**src/rtl/keypad_pkg.sv**
```systemverilog
// keypad_pkg: shared constants, FSM state type and scan-summary helpers for keypad_scanner
package keypad_pkg;
  localparam int NCOL = 4;
  localparam int NROW = 4;
  localparam int KEY_W = 4;
  localparam int NKEY = NCOL * NROW;
  localparam int COL_W = $clog2(NCOL);
  localparam int ROW_W = $clog2(NROW);
  typedef enum logic [1:0] {IDLE, DEBOUNCE, PRESSED, RELEASE} state_t;
  function automatic logic single_key(input logic [NKEY-1:0] m);
    return m != '0 && (m & (m - NKEY'(1))) == '0;
  endfunction
  function automatic logic [KEY_W-1:0] key_index(input logic [NKEY-1:0] m);
    key_index = '0;
    for (int i = 0; i < NKEY; i++) if (m[i]) key_index = KEY_W'(i);
  endfunction
endpackage

```
**src/rtl/keypad_col_scan.sv**
```systemverilog
// keypad_col_scan: column rotation, row synchronizer and per-slot / end-of-scan sample strobes
module keypad_col_scan
  import keypad_pkg::*;
#(
  parameter int SCAN_DIV = 50000
) (
  input  logic             clk,
  input  logic             reset,
  input  logic [NROW-1:0]  row,
  output logic [NCOL-1:0]  col,
  output logic [COL_W-1:0] col_idx,
  output logic [NROW-1:0]  row_s,
  output logic             sample,
  output logic             eos
);
  localparam int DW = $clog2(SCAN_DIV);
  logic [DW-1:0] div;
  logic [NROW-1:0] row_m;
  assign sample = div == DW'(SCAN_DIV - 1);
  assign eos = sample && col_idx == COL_W'(NCOL - 1);
  assign col = ~(NCOL'(1) << col_idx);
  always_ff @(posedge clk or negedge reset)
    if (!reset) begin
      div <= '0;
      col_idx <= '0;
      row_m <= '1;
      row_s <= '1;
    end else begin
      row_m <= row;
      row_s <= row_m;
      div <= sample ? '0 : div + 1'b1;
      if (sample) col_idx <= col_idx + 1'b1;
    end
endmodule

```
**src/rtl/keypad_scanner.sv**
```systemverilog
// keypad_scanner: debounced 4x4 keypad scanner, one key_valid per press; define TYPEMATIC_EN for auto-repeat
module keypad_scanner
  import keypad_pkg::*;
#(
  parameter int SCAN_DIV = 50000,
  parameter int DEBOUNCE_SCANS = 4,
  parameter int REPEAT_DELAY_SCANS = 50,
  parameter int REPEAT_RATE_SCANS = 10
) (
  input  logic             clk,
  input  logic             reset,
  input  logic [NROW-1:0]  row,
  output logic [NCOL-1:0]  col,
  output logic [KEY_W-1:0] key_code,
  output logic             key_valid,
  output logic             key_held
);
  localparam int CW = $clog2(DEBOUNCE_SCANS + 1);
  localparam logic [CW-1:0] DB_MAX = CW'(DEBOUNCE_SCANS);
  state_t state, state_n;
  logic [CW-1:0] cnt, cnt_n, cnt_inc;
  logic [KEY_W-1:0] cand, cand_n, idx;
  logic [COL_W-1:0] col_idx;
  logic [NROW-1:0] row_s;
  logic [NKEY-1:0] seen, full;
  logic sample, eos, single, cand_seen, accept, rep;

  keypad_col_scan #(.SCAN_DIV(SCAN_DIV)) u_scan (
    .clk(clk),
    .reset(reset),
    .row(row),
    .col(col),
    .col_idx(col_idx),
    .row_s(row_s),
    .sample(sample),
    .eos(eos)
  );

  // full = pressed map of this scan, with the slot being sampled right now merged in
  always_comb begin
    full = seen;
    for (int r = 0; r < NROW; r++) full[{ROW_W'(r), col_idx}] = ~row_s[r];
  end

  assign single = single_key(full);
  assign idx = key_index(full);
  assign cand_seen = full[cand];
  assign cnt_inc = cnt == DB_MAX ? cnt : cnt + 1'b1;
  assign key_held = state == PRESSED || state == RELEASE;

  always_comb begin
    state_n = state;
    cnt_n = cnt;
    cand_n = cand;
    accept = 1'b0;
    if (eos)
      case (state)
        IDLE: if (single) begin
          cand_n = idx;
          cnt_n = CW'(1);
          accept = DEBOUNCE_SCANS == 1;
          state_n = accept ? PRESSED : DEBOUNCE;
        end
        DEBOUNCE: if (single && idx == cand) begin
          cnt_n = cnt_inc;
          accept = cnt_inc == DB_MAX;
          state_n = accept ? PRESSED : DEBOUNCE;
        end else state_n = IDLE;
        PRESSED: if (!cand_seen) begin
          cnt_n = CW'(1);
          state_n = DEBOUNCE_SCANS == 1 ? IDLE : RELEASE;
        end
        RELEASE: if (cand_seen) state_n = PRESSED;
        else begin
          cnt_n = cnt_inc;
          state_n = cnt_inc == DB_MAX ? IDLE : RELEASE;
        end
        default: state_n = IDLE;
      endcase
  end

`ifdef TYPEMATIC_EN
  localparam int RMAX = REPEAT_DELAY_SCANS > REPEAT_RATE_SCANS ? REPEAT_DELAY_SCANS : REPEAT_RATE_SCANS;
  localparam int RW = $clog2(RMAX + 1);
  logic [RW-1:0] rcnt, rcnt_n;
  // countdown to the next repeat; frozen outside PRESSED scans
  always_comb begin
    rep = 1'b0;
    rcnt_n = rcnt;
    if (accept) rcnt_n = RW'(REPEAT_DELAY_SCANS);
    else if (eos && state == PRESSED && cand_seen && rcnt != '0) begin
      rep = rcnt == RW'(1);
      rcnt_n = rep ? RW'(REPEAT_RATE_SCANS) : rcnt - 1'b1;
    end else if (state_n == IDLE) rcnt_n = '0;
  end
  always_ff @(posedge clk or negedge reset)
    if (!reset) rcnt <= '0;
    else rcnt <= rcnt_n;
`else
  assign rep = 1'b0;
`endif

  always_ff @(posedge clk or negedge reset)
    if (!reset) begin
      state <= IDLE;
      cnt <= '0;
      cand <= '0;
      seen <= '0;
      key_code <= '0;
      key_valid <= 1'b0;
    end else begin
      state <= state_n;
      cnt <= cnt_n;
      cand <= cand_n;
      if (sample) seen <= full;
      if (accept) key_code <= cand_n;
      key_valid <= accept || rep;
    end
endmodule

```
**config.mk**
```make
export PLATFORM = sky130hd
export DESIGN_NAME = keypad_scanner
export DESIGN_NICKNAME = d
export VERILOG_FILES = /design/src/rtl/keypad_pkg.sv /design/src/rtl/keypad_col_scan.sv /design/src/rtl/keypad_scanner.sv
export SDC_FILE = /design/constraint.sdc
export NUM_CORES = 1
export LEC_CHECK = 0
export CAP_MARGIN = 20
export CORE_MARGIN = 4
export CORE_UTILIZATION = 35
export CTS_CLUSTER_SIZE = 24
export DETAILED_ROUTE_END_ITERATION = 8
export HOLD_SLACK_MARGIN = 0.05
export SYNTH_ARGS = -nofsm -noshare
export SYNTH_HDL_FRONTEND = slang
export SYNTH_SLANG_ARGS = --single-unit
```
**constraint.sdc**
```tcl
create_clock -name clk -period 4.3 [get_ports clk]
set_input_delay 0.645 -clock clk [delete_from_list [all_inputs] [get_ports clk]]
set_output_delay 0.645 -clock clk [all_outputs]
set_load 0.005 [all_outputs]
```
==> flow_summary_export.csv, run 1 <==
group,metric,value,unit
synth,synth_top_area_share,33.90,%
synth,synth-seq-area-share,39.83,%
critical_path,cp_slowest_cell,"ha_1",
global_routing,grt_pass1_vias,2831,
synth,synth-seq-cells,56,
sta,tightest_slew,0.7239,ns
placement,dp_cells,525,
clocking,cts_hold_buf,0,
detailed_routing,wl_per_cell,16.94,um
global_routing,grt_max_degree,57,
hold_path,hold_start,"u_scan.row_m[3]$_DFF_PN1_",
synth,synth_warnings,0,
clocking,cts_buffer_depth,2,
sta,fmax,253.6,MHz
critical_path,cp-startpoint,"u_scan.col_idx[0]$_DFFE_PN0N_",
layout,syn_to_final_growth,11.05,%
layout,diodes,0,
clocking,post_cts_buffers,0,
critical_path,required,4.51,ns
synth,syn_area,3543,um^2
floorplanning,start_util,36.09,%
sta,setup_viol,0,
synth,syn_nets,401,
flow_run,drv_cap,0,
sta,setup-tns-final,0,ns
critical_path,reg2reg_from,"u_scan.col_idx[0]$_DFFE_PN0N_",
layout,drive_above_1_share,9.750,%
clocking,clock_sinks,56,
synth,syn_avg_cell_area,9.132,um^2
placement,place_area,3824,um^2
sta,hold_ws,0.3629,ns
global_routing,grt_overflow,0,
detailed_routing,drc,0,
synth,synth_compound_area_share,22.35,%
critical_path,crit_fanout,19,
synth,synth_top_cell_by_area,"dfrtp_1",
floorplanning,rows,36,
synth,synthXorXnorAreaFrac,3.460,%
sta,fin_crit_sh,91.71,%
floorplanning,ios,16,
synth,synthSimpleGateAreaFrac,22.00,%
clocking,cts-root-buf,"clkbuf_8",
placement,port_buffers,15,
floorplanning,die_y,108.6,um
global_routing,grt_first_pass_wirelength,15060,um
critical_path,arrival,4.15,ns
detailed_routing,postRouteAntennaNets,0,
outcome,status,"finished clean",
critical_path,cpMostUsedCell,"mux2_2",
global_routing,track_usage,16.16,%
floorplanning,die_area,11800,um^2
synth,synth_area_leaders,"dfrtp_1 (34%), dfstp_2 (5.9%), o21ai_0 (4.2%), nand2_1 (4.1%), o211ai_1 (3.8%)",
synth,synthMuxAreaShare,5.085,%
detailed_routing,dr.pass1.iters,5,
critical_path,critPathKind,"reg -> reg",
power_and_ir_drop,power_density,242.5,nW/um^2
detailed_routing,drt_wl_total,9031,um
placement,place.gp.congestion,0.8911,
synth,synth_top_family_by_area,"compound AO/OA/AOI/OAI gates",
global_routing,grt_antenna_before_repair,0,
detailed_routing,detail_route.vias_per_cell,5.649,
placement,dpl.hpwl,6516,um
synth,async_reset_ff_share,100.0,%
detailed_routing,drt_iter0_drc,274,
synth,ys_types,63,
synth,synth_flop_cell,"dfrtp_1",
floorplanning,coreArea,9819,um^2
sta,slew-limit-headroom,51.74,%
sta,clock_skew,0.01187,ns
sta,fin_crit,3.944,ns
clocking,cts.repair.resized,0,
clocking,clk_latency,0.32,ns
sta,finalHoldViolations,0,
sta,maxSlewViolCount,0,
clocking,clkTransAtPathRegs,0.11,ns
layout,fin_area,3935,um^2
detailed_routing,vias,3011,
clocking,numCtsBuffers,5,
critical_path,max_stage_delay,0.60,ns
hold_path,hold_class,"reg -> reg",
floorplanning,die_w,108.6,um
layout,stdcell_count,533,
clocking,cts_max_level,2,
power_and_ir_drop,power_leakage,1.551,nW
synth,synth_cells,388,
critical_path,startpoint_type,"flip-flop",
critical_path,cp-end-kind,"flip-flop",
synth,synth-edff-count,0,
synth,synthAdderAreaFrac,2.472,%
sta,rsz0062_at_grt,"false",
layout,layout.nets,412,
clocking,cts_tree,"yes",
critical_path,worstPathCellList,"inv_1 -> ha_1 -> nand2b_1 -> nand4_1 -> o32ai_1 -> o2111ai_1 -> nor4_2 -> nor4b_4 -> mux2_2 -> mux2_2",
power_and_ir_drop,peakVddDrop,0.1086,mV
[cell usage after synthesis, drive strengths merged, types with 3 or more instances]
cell      n
dfrtp    48
nand2    39
o21ai    32
nor2     28
inv      21
nand2b   19
o211ai   18
nand3    13
a21oi    12
clkbuf   12
xnor2    10
mux2i     9
dfstp     8
o2111ai   8
buf       7
ha        7
nand4     7
nor4      7
a31oi     6
nor2b     5
nor3      5
o211a     5
o221ai    5
or3       5
and3      4
mux2      4
xor2      4
a211o     3
a211oi    3
a21boi    3
nor4b     3
[registers in the layout, indices dropped and copies added, names as in the netlist]
signal,cells
seen,16
u_scan.div,16
cand,4
key_code,4
u_scan.row_m,4
u_scan.row_s,4
cnt,3
state,2
u_scan.col_idx,2
key_valid,1
[layer usage]
metal / global-route usage [%] / vias to the layer above / routed length (um)
li1: - / 1451 / -
met3: 2.546 / 12 / 551
met4: 3.877 / 0 / 129
met1: 23.29 / 1459 / 4126
met5: 0 / - / 0
met2: 25.46 / 89 / 4223
[where the power goes]
group,internal (mW),leakage [nW],switching [mW],total [mW]
clock,0.177,0.0558,0.189,0.366
combinational,0.0181,0.755,0.0288,0.0469
sequential,0.534,0.741,0.00758,0.541
total,0.728,1.55,0.226,0.954
[final timing paths]
| path | endpoint | slack, ns | cells after the start |
|---|---|---|---|
| setup / recovery | key_code[2]$_DFFE_PN0P_ | 0.36 | 10 |
| hold / removal | u_scan.row_s[3]$_DFF_PN1_ | 0.36 | 0 |
| setup reg to reg | key_code[2]$_DFFE_PN0P_ | 0.36 | 10 |
| hold reg to reg | u_scan.row_s[3]$_DFF_PN1_ | 0.36 | 0 |
| max in group asynchronous | u_scan.div[4]$_DFF_PN0_ | 3.36 | 2 |
| min in group asynchronous | seen[8]$_DFFE_PN0N_ | 0.45 | 2 |
[logic make-up after synthesis]
family	Yosys count
mux	15
flops	56
simple gates	143
compound gates	113
xor+xnor	14
buf+inv	40
fa+ha+maj	7
[cells in the final DEF, fill, tap and decap left out, types with 6 or more instances in the layout]
master	count
o2111ai_1	8
nand4_1	7
a31oi_1	6
nand3_1	13
buf_4	8
ha_1	7
nand2_1	39
xnor2_1	10
dfstp_2	8
nand2b_1	19
inv_1	20
clkdlybuf4s50_1	14
dfrtp_1	48
o21ai_0	30
a21oi_1	12
mux2i_1	9
o211ai_1	18
nor2_1	26
[worst max-delay path, delay by kind of cell (launching register included)]
family                   cells  cell delay [ns]
adder cells (fa/ha/maj)      1             0.60
multiplexers                 2             0.65
flip-flops                   1             0.42
AND/OR/NAND/NOR              4             1.45
AO/OA/AOI/OAI                2             0.59
buffers and inverters        1             0.12
[area by class of cell]
type	instances	area [um^2]
Clock buffer	6	72.57
Clock inverter	2	38.79
Fill cell	1016	5884
Inverter	21	78.83
Multi-Input combinational cell	292	1962
Sequential cell	56	1411
Tap cell	133	166.4
Timing Repair Buffer	23	205.2
[metrics by stage]
stage	utilization (%)	total power, mW	worst slack, ns
3_3_place_gp	38.94	0.5986	0.4927
4_1_cts	40.07	0.9658	0.3862
3_5_place_dp	38.94	0.5980	0.4054
6_report	40.07	0.9541	0.3564
2_1_floorplan	-	0.5742	1.040
5_1_grt	40.07	0.9958	0.1186
No activity file was read; power rests on OpenSTA's default activity.
==> run 2: changes to the inputs <==
--- a/config.mk
+++ b/config.mk
@@ -5,8 +5,8 @@
 export SDC_FILE = /design/constraint.sdc
 export NUM_CORES = 1
 export LEC_CHECK = 0
+export ABC_AREA = 1
 export CAP_MARGIN = 20
-export CORE_MARGIN = 4
 export CORE_UTILIZATION = 35
 export CTS_CLUSTER_SIZE = 24
 export DETAILED_ROUTE_END_ITERATION = 8
==> run 2 against run 1 <==
  * Clock skew fell by 0.0025 ns
  * Sequential power fell by 0.7%
  * Final cell count rose by 10%
  * Critical path type unchanged
  * Largest cell class unchanged
  * Highest routed layer unchanged
==> flow_summary_export.csv, run 2 <==
group,metric,value,unit
layout,drive_above_1_share,12.88,%
global_routing,grt_pass1_vias,2554,
layout,diodes,0,
synth,async_reset_ff_share,100.0,%
clocking,cts_buffer_depth,2,
layout,regArea,1411,um^2
critical_path,reg2reg_from,"u_scan.col_idx[0]$_DFFE_PN0N_",
global_routing,grt_antenna_before_repair,0,
synth,synthTopCellsByCount,"nand2_1 (136), inv_1 (58), dfrtp_1 (48)",
detailed_routing,wl_per_cell,11.82,um
layout,final_common_cell,"nand2_1",
sta,setup_viol,0,
placement,post-place-ws,1.370,ns
clocking,clock_sinks,56,
critical_path,required,4.51,ns
sta,finalHoldViolations,0,
outcome,status,"finished clean",
hold_path,hold_class,"reg -> reg",
floorplanning,die_w,100.2,um
synth,synth-seq-cells,56,
floorplanning,coreArea,9284,um^2
layout,syn_to_final_growth,9.866,%
clocking,clk_latency,0.31,ns
sta,tightest_slew,0.9139,ns
synth,ys_types,31,
synth,synth_top_family_by_area,"simple AND/OR/NAND/NOR gates",
sta,clock_skew,0.009395,ns
synth,syn_area,3373,um^2
critical_path,reg2reg_depth,19,
layout,most-common-layout-cells,"nand2_1 (136), inv_1 (58), dfrtp_1 (48)",
detailed_routing,detail_route.vias_per_cell,4.600,
global_routing,grt_overflow,0,
critical_path,critPathKind,"reg -> reg",
power_and_ir_drop,peakVddDrop,0.1325,mV
sta,rsz0062_at_grt,"false",
synth,synth_area_leaders,"dfrtp_1 (36%), nand2_1 (15%), inv_1 (6.5%), dfstp_2 (6.2%), o21ai_0 (4.3%)",
layout,layout.nets,470,
synth,synthMuxAreaShare,0,%
flow_run,drv_cap,0,
synth,syn_avg_cell_area,7.580,um^2
clocking,post_cts_buffers,0,
floorplanning,die_area,10030,um^2
power_and_ir_drop,power_leakage,1.882,nW
critical_path,startpoint_type,"flip-flop",
synth,synth_flop_cell,"dfrtp_1",
detailed_routing,drt_iter0_drc,139,
synth,synth_top_area_share,35.61,%
layout,final_util,39.92,%
clocking,cts_tree,"yes",
detailed_routing,dr.pass1.iters,5,
hold_path,hold_start,"u_scan.row_m[0]$_DFF_PN1_",
critical_path,cp-end-kind,"flip-flop",
synth,syn_nets,458,
floorplanning,die_y,100.2,um
clocking,cts_max_level,2,
floorplanning,start_util,36.33,%
floorplanning,rows,35,
synth,yosysMostFrequentCell,"nand2_1",
sta,maxSlewViolCount,0,
clocking,numCtsBuffers,5,
global_routing,track_usage,15.22,%
synth,synthAdderAreaFrac,2.596,%
synth,synthSimpleGateAreaFrac,31.49,%
global_routing,grt_max_degree,40,
clocking,cts.repair.resized,0,
sta,timing.final.ws_setup,1.348,ns
synth,synth-seq-area-share,41.84,%
critical_path,rr_endpoint,"key_code[2]$_DFFE_PN0P_",
critical_path,arrival,3.16,ns
hold_path,hold_end,"u_scan.row_s[0]$_DFF_PN1_",
global_routing,grt_first_pass_wirelength,12170,um
placement,place.gp.congestion,0.8639,
critical_path,ff2ff_setup_slack,1.35,ns
detailed_routing,drt_wl_total,6940,um
sta,hold_ws,0.3629,ns
synth,synth-edff-count,0,
clocking,cts-root-buf,"clkbuf_8",
placement,place_area,3620,um^2
layout,fin_area,3706,um^2
sta,fin_crit,2.952,ns
sta,fin_crit_sh,68.66,%
synth,synth_warnings,0,
synth,synth_top_cell_by_area,"dfrtp_1",
clocking,cts_hold_buf,0,
layout,multiInputGateArea,1650,um^2
sta,slew-limit-headroom,38.61,%
layout,top_regs,"seen: 16 flops, u_scan.div: 16 flops",
synth,synth_compound_area_share,13.54,%
synth,synthXorXnorAreaFrac,1.298,%
hold_path,whs_path_depth,0,
detailed_routing,postRouteAntennaNets,0,
detailed_routing,vias,2700,
placement,dpl.hpwl,5205,um
placement,port_buffers,15,
layout,filler_cell_count,990,
sta,fmax,338.7,MHz
sta,setup-tns-final,0,ns
power_and_ir_drop,power_density,238.4,nW/um^2
synth,synth_cells,445,
floorplanning,ios,16,
detailed_routing,drc,0,
critical_path,crit_fanout,9,
clocking,clkTransAtPathRegs,0.11,ns
-- run 2: metal layers --
| metal | track usage (%) | up-vias | part of all wire, % |
|---|---|---|---|
| li1 | - | 1435 | - |
| met1 | 20.48 | 1223 | 49 |
| met2 | 25.66 | 34 | 47 |
| met3 | 2.437 | 8 | 2.9 |
| met4 | 3.679 | 0 | 1.1 |
| met5 | 0 | - | 0 |
-- run 2: power by group --
part	leakage [nW]	internal [mW]	switching, mW
clock	0.0456	0.117	0.183
sequential	0.741	0.533	0.00356
combinational	1.10	0.0149	0.0323
-- run 2: kinds of logic (layout without fill, tap and decap cells) --
group / count (synthesis) / in the layout
simple gates: 233 / 233
buf+inv: 75 / 88
compound gates: 69 / 69
flops: 56 / 56
fa+ha+maj: 7 / 7
xor+xnor: 5 / 5
-- run 2: critical path, stage by stage (launching register included) --
cell	delay (ns)
dfrtp_1	0.42
inv_1	0.12
ha_1	0.47
nand2_1	0.17
o21ai_4	0.15
nand2_1	0.15
nor2_2	0.15
nand2_4	0.09
nor2_4	0.11
nand2_1	0.06
nand2_1	0.05
inv_1	0.04
nor2_2	0.16
nand3_4	0.12
nor2_4	0.11
nand2_2	0.09
nor2_8	0.16
nand3_4	0.10
nand2_1	0.09
nand2_1	0.05
-- run 2: layout make-up --
class,count,share of cell area (%)
timing repair buffer,17,4.321
clock inverter,2,0.3714
clock buffer,6,1.958
sequential,56,38.08
inverter,63,6.381
tap,129,4.355
multi-input combinational,314,44.53
-- run 2: worst max-delay path by stage --
stage,slack (ns),from,endpoint
finish,1.35,u_scan.col_idx[0]$_DFFE_PN0N_,key_code[2]$_DFFE_PN0P_
floorplan,1.90,u_scan.col_idx[0]$_DFFE_PN0N_,key_code[0]$_DFFE_PN0P_
detailed placement,1.37,u_scan.col_idx[0]$_DFFE_PN0N_,key_code[1]$_DFFE_PN0P_
CTS,1.34,u_scan.col_idx[0]$_DFFE_PN0N_,key_code[1]$_DFFE_PN0P_
global route,0.99,u_scan.col_idx[0]$_DFFE_PN0N_,cnt[2]$_DFFE_PN0P_
global placement,1.42,u_scan.col_idx[0]$_DFFE_PN0N_,cnt[1]$_DFFE_PN0P_
-- run 2: per-stage QoR --
step	power, mW	instances
final	0.8836	587
after global routing	0.9268	587
after CTS	0.8969	587
after detailed placement	0.5949	579
after global placement	0.5943	579
after floorplan	0.5724	445
